===== config.mk =====
export PLATFORM = sky130hd
export DESIGN_NAME = banzai_syscfg_slave_flat
export DESIGN_NICKNAME = d
export VERILOG_FILES = /design/src/rtl/banzai_syscfg_slave_if.sv /design/src/rtl/banzai_syscfg_slave.sv /design/src/flat_wrapper.sv
export SDC_FILE = /design/constraint.sdc
export NUM_CORES = 1
export LEC_CHECK = 0
export ABC_AREA = 0
export CAP_MARGIN = 20
export CORE_UTILIZATION = 43
export CTS_CLUSTER_DIAMETER = 50
export CTS_CLUSTER_SIZE = 28
export DETAILED_ROUTE_END_ITERATION = 12
export PLACE_DENSITY = 0.91
export SLEW_MARGIN = 20
export SYNTH_ARGS = -nofsm -noshare
export SYNTH_HDL_FRONTEND = slang
export SYNTH_SLANG_ARGS = --single-unit

===== constraint.sdc =====
create_clock -name clk -period 2.5 [get_ports clk]
set_clock_uncertainty 0.1 [all_clocks]
set_input_delay 0.5 -clock clk [delete_from_list [all_inputs] [get_ports clk]]
set_output_delay 0.5 -clock clk [all_outputs]
set_load 0.05 [all_outputs]

===== src/rtl/banzai_syscfg_slave_if.sv =====
// ---------------------------------------------------------------------------
// banzai_syscfg_slave_if
// Purpose : AXI4-Lite style bus bundle between a system-config master and
//           the banzai_syscfg_slave power-state register block.
// Signals : aw_* write address channel, w_* write data channel,
//           b_* write response channel, ar_* read address channel,
//           r_* read data channel.
// Modports: master drives requests and response readies,
//           slave drives readies and responses.
// ---------------------------------------------------------------------------
interface banzai_syscfg_slave_if;
  logic [31:0] aw_addr;
  logic        aw_valid;
  logic        aw_ready;
  logic [31:0] w_data;
  logic [3:0]  w_strb;
  logic        w_valid;
  logic        w_ready;
  logic [1:0]  b_resp;
  logic        b_valid;
  logic        b_ready;
  logic [31:0] ar_addr;
  logic        ar_valid;
  logic        ar_ready;
  logic [31:0] r_data;
  logic [1:0]  r_resp;
  logic        r_valid;
  logic        r_ready;

  modport master (
    output aw_addr, aw_valid, w_data, w_strb, w_valid, b_ready,
           ar_addr, ar_valid, r_ready,
    input  aw_ready, w_ready, b_resp, b_valid, ar_ready, r_data, r_resp, r_valid
  );

  modport slave (
    input  aw_addr, aw_valid, w_data, w_strb, w_valid, b_ready,
           ar_addr, ar_valid, r_ready,
    output aw_ready, w_ready, b_resp, b_valid, ar_ready, r_data, r_resp, r_valid
  );
endinterface


===== src/rtl/banzai_syscfg_slave.sv =====
// ---------------------------------------------------------------------------
// banzai_syscfg_slave
// Purpose : Bank of NUM_COMP power-state registers (STATE_W bits each),
//           one word per component starting at BASE_ADDR, reachable over an
//           AXI4-Lite style slave port.
// Ports   : clk        - single clock, rising edge
//           rst_n      - asynchronous active-low reset
//           bus        - slave modport of banzai_syscfg_slave_if (AW/W/B/AR/R)
//           pwr_state  - all registers concatenated, register i at
//                        [i*STATE_W +: STATE_W]
//           pwr_change - one-cycle per-component pulse on each effective
//                        write (only when BANZAI_SYSCFG_CHANGE_EN is defined)
// Options : define BANZAI_SYSCFG_CHANGE_EN to add the pwr_change port/logic.
// ---------------------------------------------------------------------------
module banzai_syscfg_slave #(
  parameter int          NUM_COMP  = 8,
  parameter int          STATE_W   = 4,
  parameter logic [31:0] BASE_ADDR = 32'h0001_0000
) (
  input  logic                          clk,
  input  logic                          rst_n,
  banzai_syscfg_slave_if.slave          bus,
  output logic [NUM_COMP*STATE_W-1:0]   pwr_state
`ifdef BANZAI_SYSCFG_CHANGE_EN
  ,
  output logic [NUM_COMP-1:0]           pwr_change
`endif
);

  localparam logic [31:0] SPAN        = 32'(4 * NUM_COMP);
  localparam logic [1:0]  RESP_OKAY   = 2'b00;
  localparam logic [1:0]  RESP_SLVERR = 2'b10;

  logic [STATE_W-1:0] r_regs [NUM_COMP];

  logic        r_awHeld;
  logic [31:0] r_awAddr;
  logic        r_wHeld;
  logic [31:0] r_wData;
  logic [3:0]  r_wStrb;
  logic        r_bValid;
  logic [1:0]  r_bResp;

  logic        r_rValid;
  logic [31:0] r_rData;
  logic [1:0]  r_rResp;

  logic               w_awReady;
  logic               w_wReady;
  logic               w_awHs;
  logic               w_wHs;
  logic               w_commit;
  logic [31:0]        w_wrOffset;
  logic               w_wrInRange;
  logic [29:0]        w_wrIdx;
  logic [STATE_W-1:0] w_wrOld;
  logic [31:0]        w_strbMask32;
  logic [STATE_W-1:0] w_strbMask;
  logic [STATE_W-1:0] w_wrMerged;

  logic               w_arReady;
  logic               w_arHs;
  logic [31:0]        w_rdOffset;
  logic               w_rdInRange;
  logic [29:0]        w_rdIdx;
  logic [STATE_W-1:0] w_rdVal;

  // Byte-lane bits and sub-word address bits carry no meaning for the
  // register contents; they are gathered here so the intent is explicit.
  logic w_unused;
  assign w_unused = ^{r_wData, w_strbMask32, w_wrOffset[1:0], w_rdOffset[1:0]};

  // ------------------------------------------------------------------
  // Write channel: AW and W are captured independently and both stall
  // while a response is outstanding, so at most one write is in flight.
  // ------------------------------------------------------------------
  assign w_awReady = !r_awHeld && !r_bValid;
  assign w_wReady  = !r_wHeld  && !r_bValid;
  assign w_awHs    = bus.aw_valid && w_awReady;
  assign w_wHs     = bus.w_valid  && w_wReady;
  assign w_commit  = r_awHeld && r_wHeld;

  // The subtraction wraps for addresses below the base, so the explicit
  // lower-bound test is what rejects them.
  assign w_wrOffset  = r_awAddr - BASE_ADDR;
  assign w_wrInRange = (r_awAddr >= BASE_ADDR) && (w_wrOffset < SPAN);
  assign w_wrIdx     = w_wrOffset[31:2];

  always_comb begin
    w_wrOld = '0;
    for (int i = 0; i < NUM_COMP; i++) begin
      if (w_wrIdx == 30'(i)) w_wrOld = r_regs[i];
    end
  end

  // Expand the four lane strobes to a per-bit mask, then keep only the
  // stored width so upper data bits are dropped.
  assign w_strbMask32 = {{8{r_wStrb[3]}}, {8{r_wStrb[2]}},
                         {8{r_wStrb[1]}}, {8{r_wStrb[0]}}};
  assign w_strbMask   = w_strbMask32[STATE_W-1:0];
  assign w_wrMerged   = (w_wrOld & ~w_strbMask) | (r_wData[STATE_W-1:0] & w_strbMask);

  // Holds are cleared by the commit itself; reset drops any half-built
  // write so no response can appear later for it.
  always_ff @(posedge clk or negedge rst_n) begin
    if (!rst_n) begin
      r_awHeld <= 1'b0;
      r_awAddr <= '0;
      r_wHeld  <= 1'b0;
      r_wData  <= '0;
      r_wStrb  <= '0;
    end else if (w_commit) begin
      r_awHeld <= 1'b0;
      r_wHeld  <= 1'b0;
    end else begin
      if (w_awHs) begin
        r_awHeld <= 1'b1;
        r_awAddr <= bus.aw_addr;
      end
      if (w_wHs) begin
        r_wHeld <= 1'b1;
        r_wData <= bus.w_data;
        r_wStrb <= bus.w_strb;
      end
    end
  end

  // Response is raised on the commit edge and held until accepted.
  always_ff @(posedge clk or negedge rst_n) begin
    if (!rst_n) begin
      r_bValid <= 1'b0;
      r_bResp  <= RESP_OKAY;
    end else if (w_commit) begin
      r_bValid <= 1'b1;
      r_bResp  <= w_wrInRange ? RESP_OKAY : RESP_SLVERR;
    end else if (r_bValid && bus.b_ready) begin
      r_bValid <= 1'b0;
    end
  end

  always_ff @(posedge clk or negedge rst_n) begin
    if (!rst_n) begin
      for (int i = 0; i < NUM_COMP; i++) r_regs[i] <= '0;
    end else begin
      for (int i = 0; i < NUM_COMP; i++) begin
        if (w_commit && w_wrInRange && (w_wrIdx == 30'(i))) r_regs[i] <= w_wrMerged;
      end
    end
  end

`ifdef BANZAI_SYSCFG_CHANGE_EN
  logic [NUM_COMP-1:0] r_pwrChange;

  // Pulse lines up with the b_valid-assert cycle; an all-zero strobe
  // changes nothing and so does not pulse.
  always_ff @(posedge clk or negedge rst_n) begin
    if (!rst_n) begin
      r_pwrChange <= '0;
    end else begin
      for (int i = 0; i < NUM_COMP; i++) begin
        r_pwrChange[i] <= w_commit && w_wrInRange && (r_wStrb != 4'b0000) &&
                          (w_wrIdx == 30'(i));
      end
    end
  end

  assign pwr_change = r_pwrChange;
`endif

  // ------------------------------------------------------------------
  // Read channel: one outstanding read; data sampled from the register
  // array before any same-edge write lands (non-blocking semantics).
  // ------------------------------------------------------------------
  assign w_arReady   = !r_rValid;
  assign w_arHs      = bus.ar_valid && w_arReady;
  assign w_rdOffset  = bus.ar_addr - BASE_ADDR;
  assign w_rdInRange = (bus.ar_addr >= BASE_ADDR) && (w_rdOffset < SPAN);
  assign w_rdIdx     = w_rdOffset[31:2];

  always_comb begin
    w_rdVal = '0;
    for (int i = 0; i < NUM_COMP; i++) begin
      if (w_rdIdx == 30'(i)) w_rdVal = r_regs[i];
    end
  end

  always_ff @(posedge clk or negedge rst_n) begin
    if (!rst_n) begin
      r_rValid <= 1'b0;
      r_rData  <= '0;
      r_rResp  <= RESP_OKAY;
    end else if (w_arHs) begin
      r_rValid <= 1'b1;
      r_rData  <= w_rdInRange ? 32'(w_rdVal) : 32'h0;
      r_rResp  <= w_rdInRange ? RESP_OKAY : RESP_SLVERR;
    end else if (r_rValid && bus.r_ready) begin
      r_rValid <= 1'b0;
    end
  end

  always_comb begin
    pwr_state = '0;
    for (int i = 0; i < NUM_COMP; i++) pwr_state[i*STATE_W +: STATE_W] = r_regs[i];
  end

  assign bus.aw_ready = w_awReady;
  assign bus.w_ready  = w_wReady;
  assign bus.b_valid  = r_bValid;
  assign bus.b_resp   = r_bResp;
  assign bus.ar_ready = w_arReady;
  assign bus.r_valid  = r_rValid;
  assign bus.r_data   = r_rData;
  assign bus.r_resp   = r_rResp;

endmodule


===== src/flat_wrapper.sv =====
// flat-port wrapper written by rule: the top's interface ports become plain ports
module banzai_syscfg_slave_flat 
#(
  parameter int          NUM_COMP  = 8,
  parameter int          STATE_W   = 4,
  parameter logic [31:0] BASE_ADDR = 32'h0001_0000
)
  (clk, rst_n, pwr_state, bus_aw_addr, bus_aw_valid, bus_w_data, bus_w_strb, bus_w_valid, bus_b_ready, bus_ar_addr, bus_ar_valid, bus_r_ready, bus_aw_ready, bus_w_ready, bus_b_resp, bus_b_valid, bus_ar_ready, bus_r_data, bus_r_resp, bus_r_valid);
  banzai_syscfg_slave_if bus_i ();
  input  logic clk;
  input  logic rst_n;
  output logic [NUM_COMP*STATE_W-1:0] pwr_state;
  input wire logic [$bits(bus_i.aw_addr)-1:0] bus_aw_addr;
  input wire logic [$bits(bus_i.aw_valid)-1:0] bus_aw_valid;
  input wire logic [$bits(bus_i.w_data)-1:0] bus_w_data;
  input wire logic [$bits(bus_i.w_strb)-1:0] bus_w_strb;
  input wire logic [$bits(bus_i.w_valid)-1:0] bus_w_valid;
  input wire logic [$bits(bus_i.b_ready)-1:0] bus_b_ready;
  input wire logic [$bits(bus_i.ar_addr)-1:0] bus_ar_addr;
  input wire logic [$bits(bus_i.ar_valid)-1:0] bus_ar_valid;
  input wire logic [$bits(bus_i.r_ready)-1:0] bus_r_ready;
  output wire logic [$bits(bus_i.aw_ready)-1:0] bus_aw_ready;
  output wire logic [$bits(bus_i.w_ready)-1:0] bus_w_ready;
  output wire logic [$bits(bus_i.b_resp)-1:0] bus_b_resp;
  output wire logic [$bits(bus_i.b_valid)-1:0] bus_b_valid;
  output wire logic [$bits(bus_i.ar_ready)-1:0] bus_ar_ready;
  output wire logic [$bits(bus_i.r_data)-1:0] bus_r_data;
  output wire logic [$bits(bus_i.r_resp)-1:0] bus_r_resp;
  output wire logic [$bits(bus_i.r_valid)-1:0] bus_r_valid;
  assign bus_i.aw_addr = bus_aw_addr;
  assign bus_i.aw_valid = bus_aw_valid;
  assign bus_i.w_data = bus_w_data;
  assign bus_i.w_strb = bus_w_strb;
  assign bus_i.w_valid = bus_w_valid;
  assign bus_i.b_ready = bus_b_ready;
  assign bus_i.ar_addr = bus_ar_addr;
  assign bus_i.ar_valid = bus_ar_valid;
  assign bus_i.r_ready = bus_r_ready;
  assign bus_aw_ready = bus_i.aw_ready;
  assign bus_w_ready = bus_i.w_ready;
  assign bus_b_resp = bus_i.b_resp;
  assign bus_b_valid = bus_i.b_valid;
  assign bus_ar_ready = bus_i.ar_ready;
  assign bus_r_data = bus_i.r_data;
  assign bus_r_resp = bus_i.r_resp;
  assign bus_r_valid = bus_i.r_valid;
  banzai_syscfg_slave #(.NUM_COMP(NUM_COMP), .STATE_W(STATE_W), .BASE_ADDR(BASE_ADDR)) u_core (.clk(clk), .rst_n(rst_n), .bus(bus_i), .pwr_state(pwr_state));
endmodule

== Word-level counts from Yosys, hierarchy flattened ==
Cells that the tools add are included.
Storage, ports and cells
  output and inout bits: 73
  word-level logic and storage cells: 101
  flip-flop bits (word level): 109
  bits of input ports: 107
Cells by class
  $add $sub $neg: 2
  mux-type cells: 27
  reduce and logical (&&, ||, !) cells: 31
  bitwise gates (word level): 5
  equal/unequal tests: 14
  magnitude comparators: 4
Operators by type and width (count)
  $eq A30 B3 Y1 const B: 8
  $eq A30 B2 Y1 const B: 4
  $mux W4: 17
  $ge A32 B17 Y1 const B: 2
  $lt A32 B6 Y1 const B: 2
  $sub A32 B17 Y32 const B: 2
  $eq A30 B1 Y1 const B: 2
  $logic_not A30 Y1: 2
  $logic_and A1 B1 Y1: 19
  $and A4 B4 Y4: 2
  $mux W1: 8
  $reduce_bool A2 Y1: 4
  $logic_not A1 Y1: 4
  $mux W2: 2
  $not A4 Y4: 1
  $or A4 B4 Y4: 1
  $reduce_and A2 Y1: 2
  $not A1 Y1: 1

== Logic depth before layout (Yosys ltp) ==
  depth in word-level cells: 12
  mapped depth: 7
  gate-level depth less buffers: 5

== Worst setup path before layout ==
No wires, ideal clock.
  path kind: register to register
  start: register u_core.r_bValid (netlist: u_core.bus.b_valid)
  end: register u_core.r_awAddr[10]
  required time: 2275 ps
  setup time: 125 ps
  setup slack: -152 ps
  cell stages (with the launch flop): 6
  data arrival time: 2427 ps
  buffers on the path: 2
  clock period less this slack: 2652 ps
  path through: dfrtp_1 -> nor2_1 -> and2_1 -> clkbuf_1 -> clkbuf_1 -> mux2_2
On the way
  longest elaborated chain between the ends: 4
Ends and longest elaborated chain
  start, declared: line banzai_syscfg_slave.sv:41  | logic r_bValid;
  start signal, assigned: line banzai_syscfg_slave.sv:131  | r_bValid <= 1'b0;
  start signal, assigned: line banzai_syscfg_slave.sv:134  | r_bValid <= 1'b1;
  start signal, assigned: line banzai_syscfg_slave.sv:137  | r_bValid <= 1'b0;
  $logic_not A1 Y1: line banzai_syscfg_slave.sv:77  | assign w_awReady = !r_awHeld && !r_bValid;
  $logic_and A1 B1 Y1: line banzai_syscfg_slave.sv:77
  net bus_aw_ready: line flat_wrapper.sv:22  | output wire logic [$bits(bus_i.aw_ready)-1:0] bus_aw_ready;
  $logic_and A1 B1 Y1: line banzai_syscfg_slave.sv:79  | assign w_awHs = bus.aw_valid && w_awReady;
  $reduce_and A2 Y1 (no source line)
  end signal, assigned: line banzai_syscfg_slave.sv:118  | r_awAddr <= bus.aw_addr;
  end, declared: line banzai_syscfg_slave.sv:37  | logic [31:0] r_awAddr;
The timed path passes the listed nets, and every way through them passes these cells.
A chain may end at the register's enable or synchronous reset.

== Worst setup path in the final report ==
  start: register u_core.r_awAddr[28]
  end: register u_core.r_regs, in the netlist u_core.pwr_state[27]
On the way
  longest elaborated chain between the ends: 12
  elaborated cells between the ends (all ways): 24
  those cells by class: add/sub: 1; order compare: 2; eq/ne: 7; mux: 8; bitwise: 2; reduce/logical: 4
Ends and longest elaborated chain
  $sub A32 B17 Y32: line banzai_syscfg_slave.sv:85  | assign w_wrOffset = r_awAddr - BASE_ADDR;
  $logic_not A30 Y1: line banzai_syscfg_slave.sv:92  | if (w_wrIdx == 30'(i)) w_wrOld = r_regs[i];
  $mux W4 (8 in a row): line banzai_syscfg_slave.sv:92
  $and A4 B4 Y4: line banzai_syscfg_slave.sv:101  | assign w_wrMerged = (w_wrOld & ~w_strbMask) | (r_wData[STATE_W-1:0] & w_strbMask);
  $or A4 B4 Y4: line banzai_syscfg_slave.sv:101
  end signal, assigned by index: line banzai_syscfg_slave.sv:146  | if (w_commit && w_wrInRange && (w_wrIdx == 30'(i))) r_regs[i] <= w_wrMerged;
  end, declared: line banzai_syscfg_slave.sv:34  | logic [STATE_W-1:0] r_regs [NUM_COMP];
Several ways; a longest one is shown, not always the timed one.

==> metrics.cfg <==
[sta]
slew-limit-headroom = 0.645
fmax_mhz = 410
slew_viol_final = 0
setup_violations = 0
tightest_slew_ns = 0.530
finalHoldViolations = 0
tns_ns = 0
grt_setup_unrepaired = true
fin_crit_sh = 0.976
setup_ws_ns = 0.0606
layout_min_cycle_time_ns = 2.44

[power_and_ir_drop]
leakagePower_nw = 2.45
ir_worst_vdd_mv = 0.854
p_per_area_nw_per_um2 = 799

[routing]
drc = 0
drt.antenna.violating_nets = 0
via_count = 3289
drt_wl_total_mm = 10.4
post_drt_wl_per_cell_microns = 17.2
drt-pass1-iter-count = 4
vias_per_cell = 5.43
drtIter0Drc = 209

[floorplan]
die_h_microns = 101
die_w_microns = 101
placeableCoreArea_sq_um = 9370
start_util = 0.450
num_rows = 35
dieArea_sq_um = 10200
pin_count = 180

[critical_path]
worstPathArrival_ns = 2.63
worstPathRequired_ns = 2.69
setup.worst_path.start_class = register
crit_type = register to register
crit_fanout = 5
cp-end-kind = register

[global_route]
grt_pass1_wl_mm = 16.7
track_usage = 0.218
antenna_found_initial = 0
grt_start_max_net_pins = 46
overflow = 0
grt_pass1_vias = 3314

[clock_tree]
worstSkewPairLatency_ns = 0.35
cts_root_buf = clkbuf_8
cts.clk_slew.worst_paths_ns = 0.08
cts_tree = done
h-tree-depth = 3
cts_buffers = 9
cts_buffer_depth = 2
cts_num_sinks = 77

[synthesis]
async_flop_share = 1.00
ys.flop_type = dfrtp_1
synth_seq_area_share = 0.457
synth_top_area_share = 0.457
synth_cell_types = 52
synth_area_sq_um = 4210
synth_edf_count = 0
yosysTopAreaCell = dfrtp_1
ys_ff_latch = 77
syn_area_per_cell_sq_um = 12.5
synth_area_leaders = dfrtp_1 46%, mux2_2 18%, mux4_2 6.4%
syn_inst = 336
yosysWarnings = 0

[place]
preCtsSetupSlack_ns = -0.000874
gp_congestion = 0.910
hpwl_mm = 8.00
post_dp_cell_area_sq_um = 5530
place.port_buffers = 114

[final_layout]
fin_nets = 579
area_growth_pct = 38.3
design_area_sq_um = 5830
drive_above_1_share = 0.298
antennaDiodeCount = 0
fillers = 720

[worst_hold_path]
min_path_type = register to register

[outcome]
status = finished clean

[flow_run]
drv_cap = 0

[registers in the layout, indices dropped and copies added, names as in the netlist, 4 cells and up]
name,cells
u_core.r_awAddr,30
u_core.pwr_state,32
u_core.r_wData,4
u_core.bus.r_data,4
[layout make-up]
class	instances	area, sq um	area share
Multi-Input combinational cell	239	2120	0.364
Sequential cell	77	1930	0.331
Timing Repair Buffer	140	1370	0.236
Clock buffer	13	159	0.0273
Tap cell	129	161	0.0277
Inverter	5	18.8	0.00322
Clock inverter	3	67.6	0.0116
[synth_stat cells, types with 2 or more instances]
cell type and instances:
or4_4 3, a221o_1 2, and2_1 4, clkbuf_1 12
a41oi_1 2, or3_1 2, o41ai_4 3, nor2_1 10
a311oi_1 4, mux4_2 12, o2111ai_1 2, nand4_1 2
nand3b_1 4, mux2_2 69, mux2i_1 2, nor3_1 4
nor4_1 11, nand3_2 2, a221oi_1 2, nand3_1 9
buf_4 30, o21ai_0 4, a22o_1 6, inv_1 5
nand2_1 13, nor4_2 2, o31ai_1 4, dfrtp_1 77
nand2b_1 4, or4_1 3, a21oi_1 6
[stage by stage]
step	power (mW)	hold WS, ns	utilization	instances
2_1_floorplan	3.03	0.104	-	365
3_3_place_gp	3.51	0.363	0.591	584
3_5_place_dp	3.59	0.369	0.591	584
4_1_cts	4.66	0.411	0.617	603
5_1_grt	4.91	0.433	0.622	606
6_report	4.66	0.404	0.622	606
[worst paths after layout]
kind,start,depth (start not counted),slack [ns],end
setup / recovery,u_core.r_awAddr[28],5,0.06,u_core.pwr_state[27]
hold / removal,u_core.r_awAddr[27],1,0.40,u_core.r_awAddr[27]
setup reg to reg,u_core.r_awAddr[28],5,0.06,u_core.pwr_state[27]
hold reg to reg,u_core.r_awAddr[27],1,0.40,u_core.r_awAddr[27]
max in group asynchronous,rst_n,3,1.19,u_core.pwr_state[6]
min in group asynchronous,rst_n,2,0.53,u_core.r_awAddr[30]
[layout by cell type, fill, tap and decap left out, drive strengths merged, types with 2 or more instances in the layout]
cell type	n
a21oi	6
a221o	2
a221oi	2
a22o	6
a311oi	4
a41oi	2
and2	4
buf	26
bufinv	2
clkbuf	13
clkdlybuf4s50	113
conb	30
dfrtp	77
inv	5
mux2	70
mux2i	2
mux4	12
nand2	13
nand2b	4
nand3	11
nand3b	4
nand4	2
nor2	10
nor3	4
nor4	14
o2111ai	2
o21ai	5
o31ai	4
o41ai	3
or2	2
or3	3
or4	6
[cell families (layout without fill, tap and decap cells)]
family	Yosys count	after routing	synth area share
AO/OA/AOI/OAI	42	42	0.0903
buffers and inverters	49	161	0.0707
flip-flops	77	77	0.457
multiplexers	84	84	0.256
other	1	30	0.000890
AND/OR/NAND/NOR	83	83	0.125
[repair_timing]
action / 4_1_cts / 5_1_grt
endpoints found under the hold margin: 12 / 0
gates resized for setup: 0 / 4
hold buffers: 1 / 0
setup endpoints to repair: 6 / 22
buffers inserted: 2 / 3
pin swaps: 2 / 1
[power by group]
group          internal, mW  total (mW)  switching (mW)
registers              1.56        1.91           0.344
clock network         0.618        1.06           0.439
logic                 0.805        1.69           0.890
[per-layer routing]
metal  GRT usage  vias to the layer above  part of all wire
li1            -                     1491                 -
met1       0.268                     1638              0.39
met5           0                        -                 0
met4      0.0736                        0             0.018
met3      0.0423                       19             0.068
met2       0.382                      141              0.52
[critical path, cell delays in order (launching register included)]
cell	delay [ns]
dfrtp_1	0.38
or4_4	0.54
or2_4	0.29
or4_1	0.53
o31ai_2	0.33
mux2_2	0.21
Note: power is estimated with default switching activity, not from simulation.
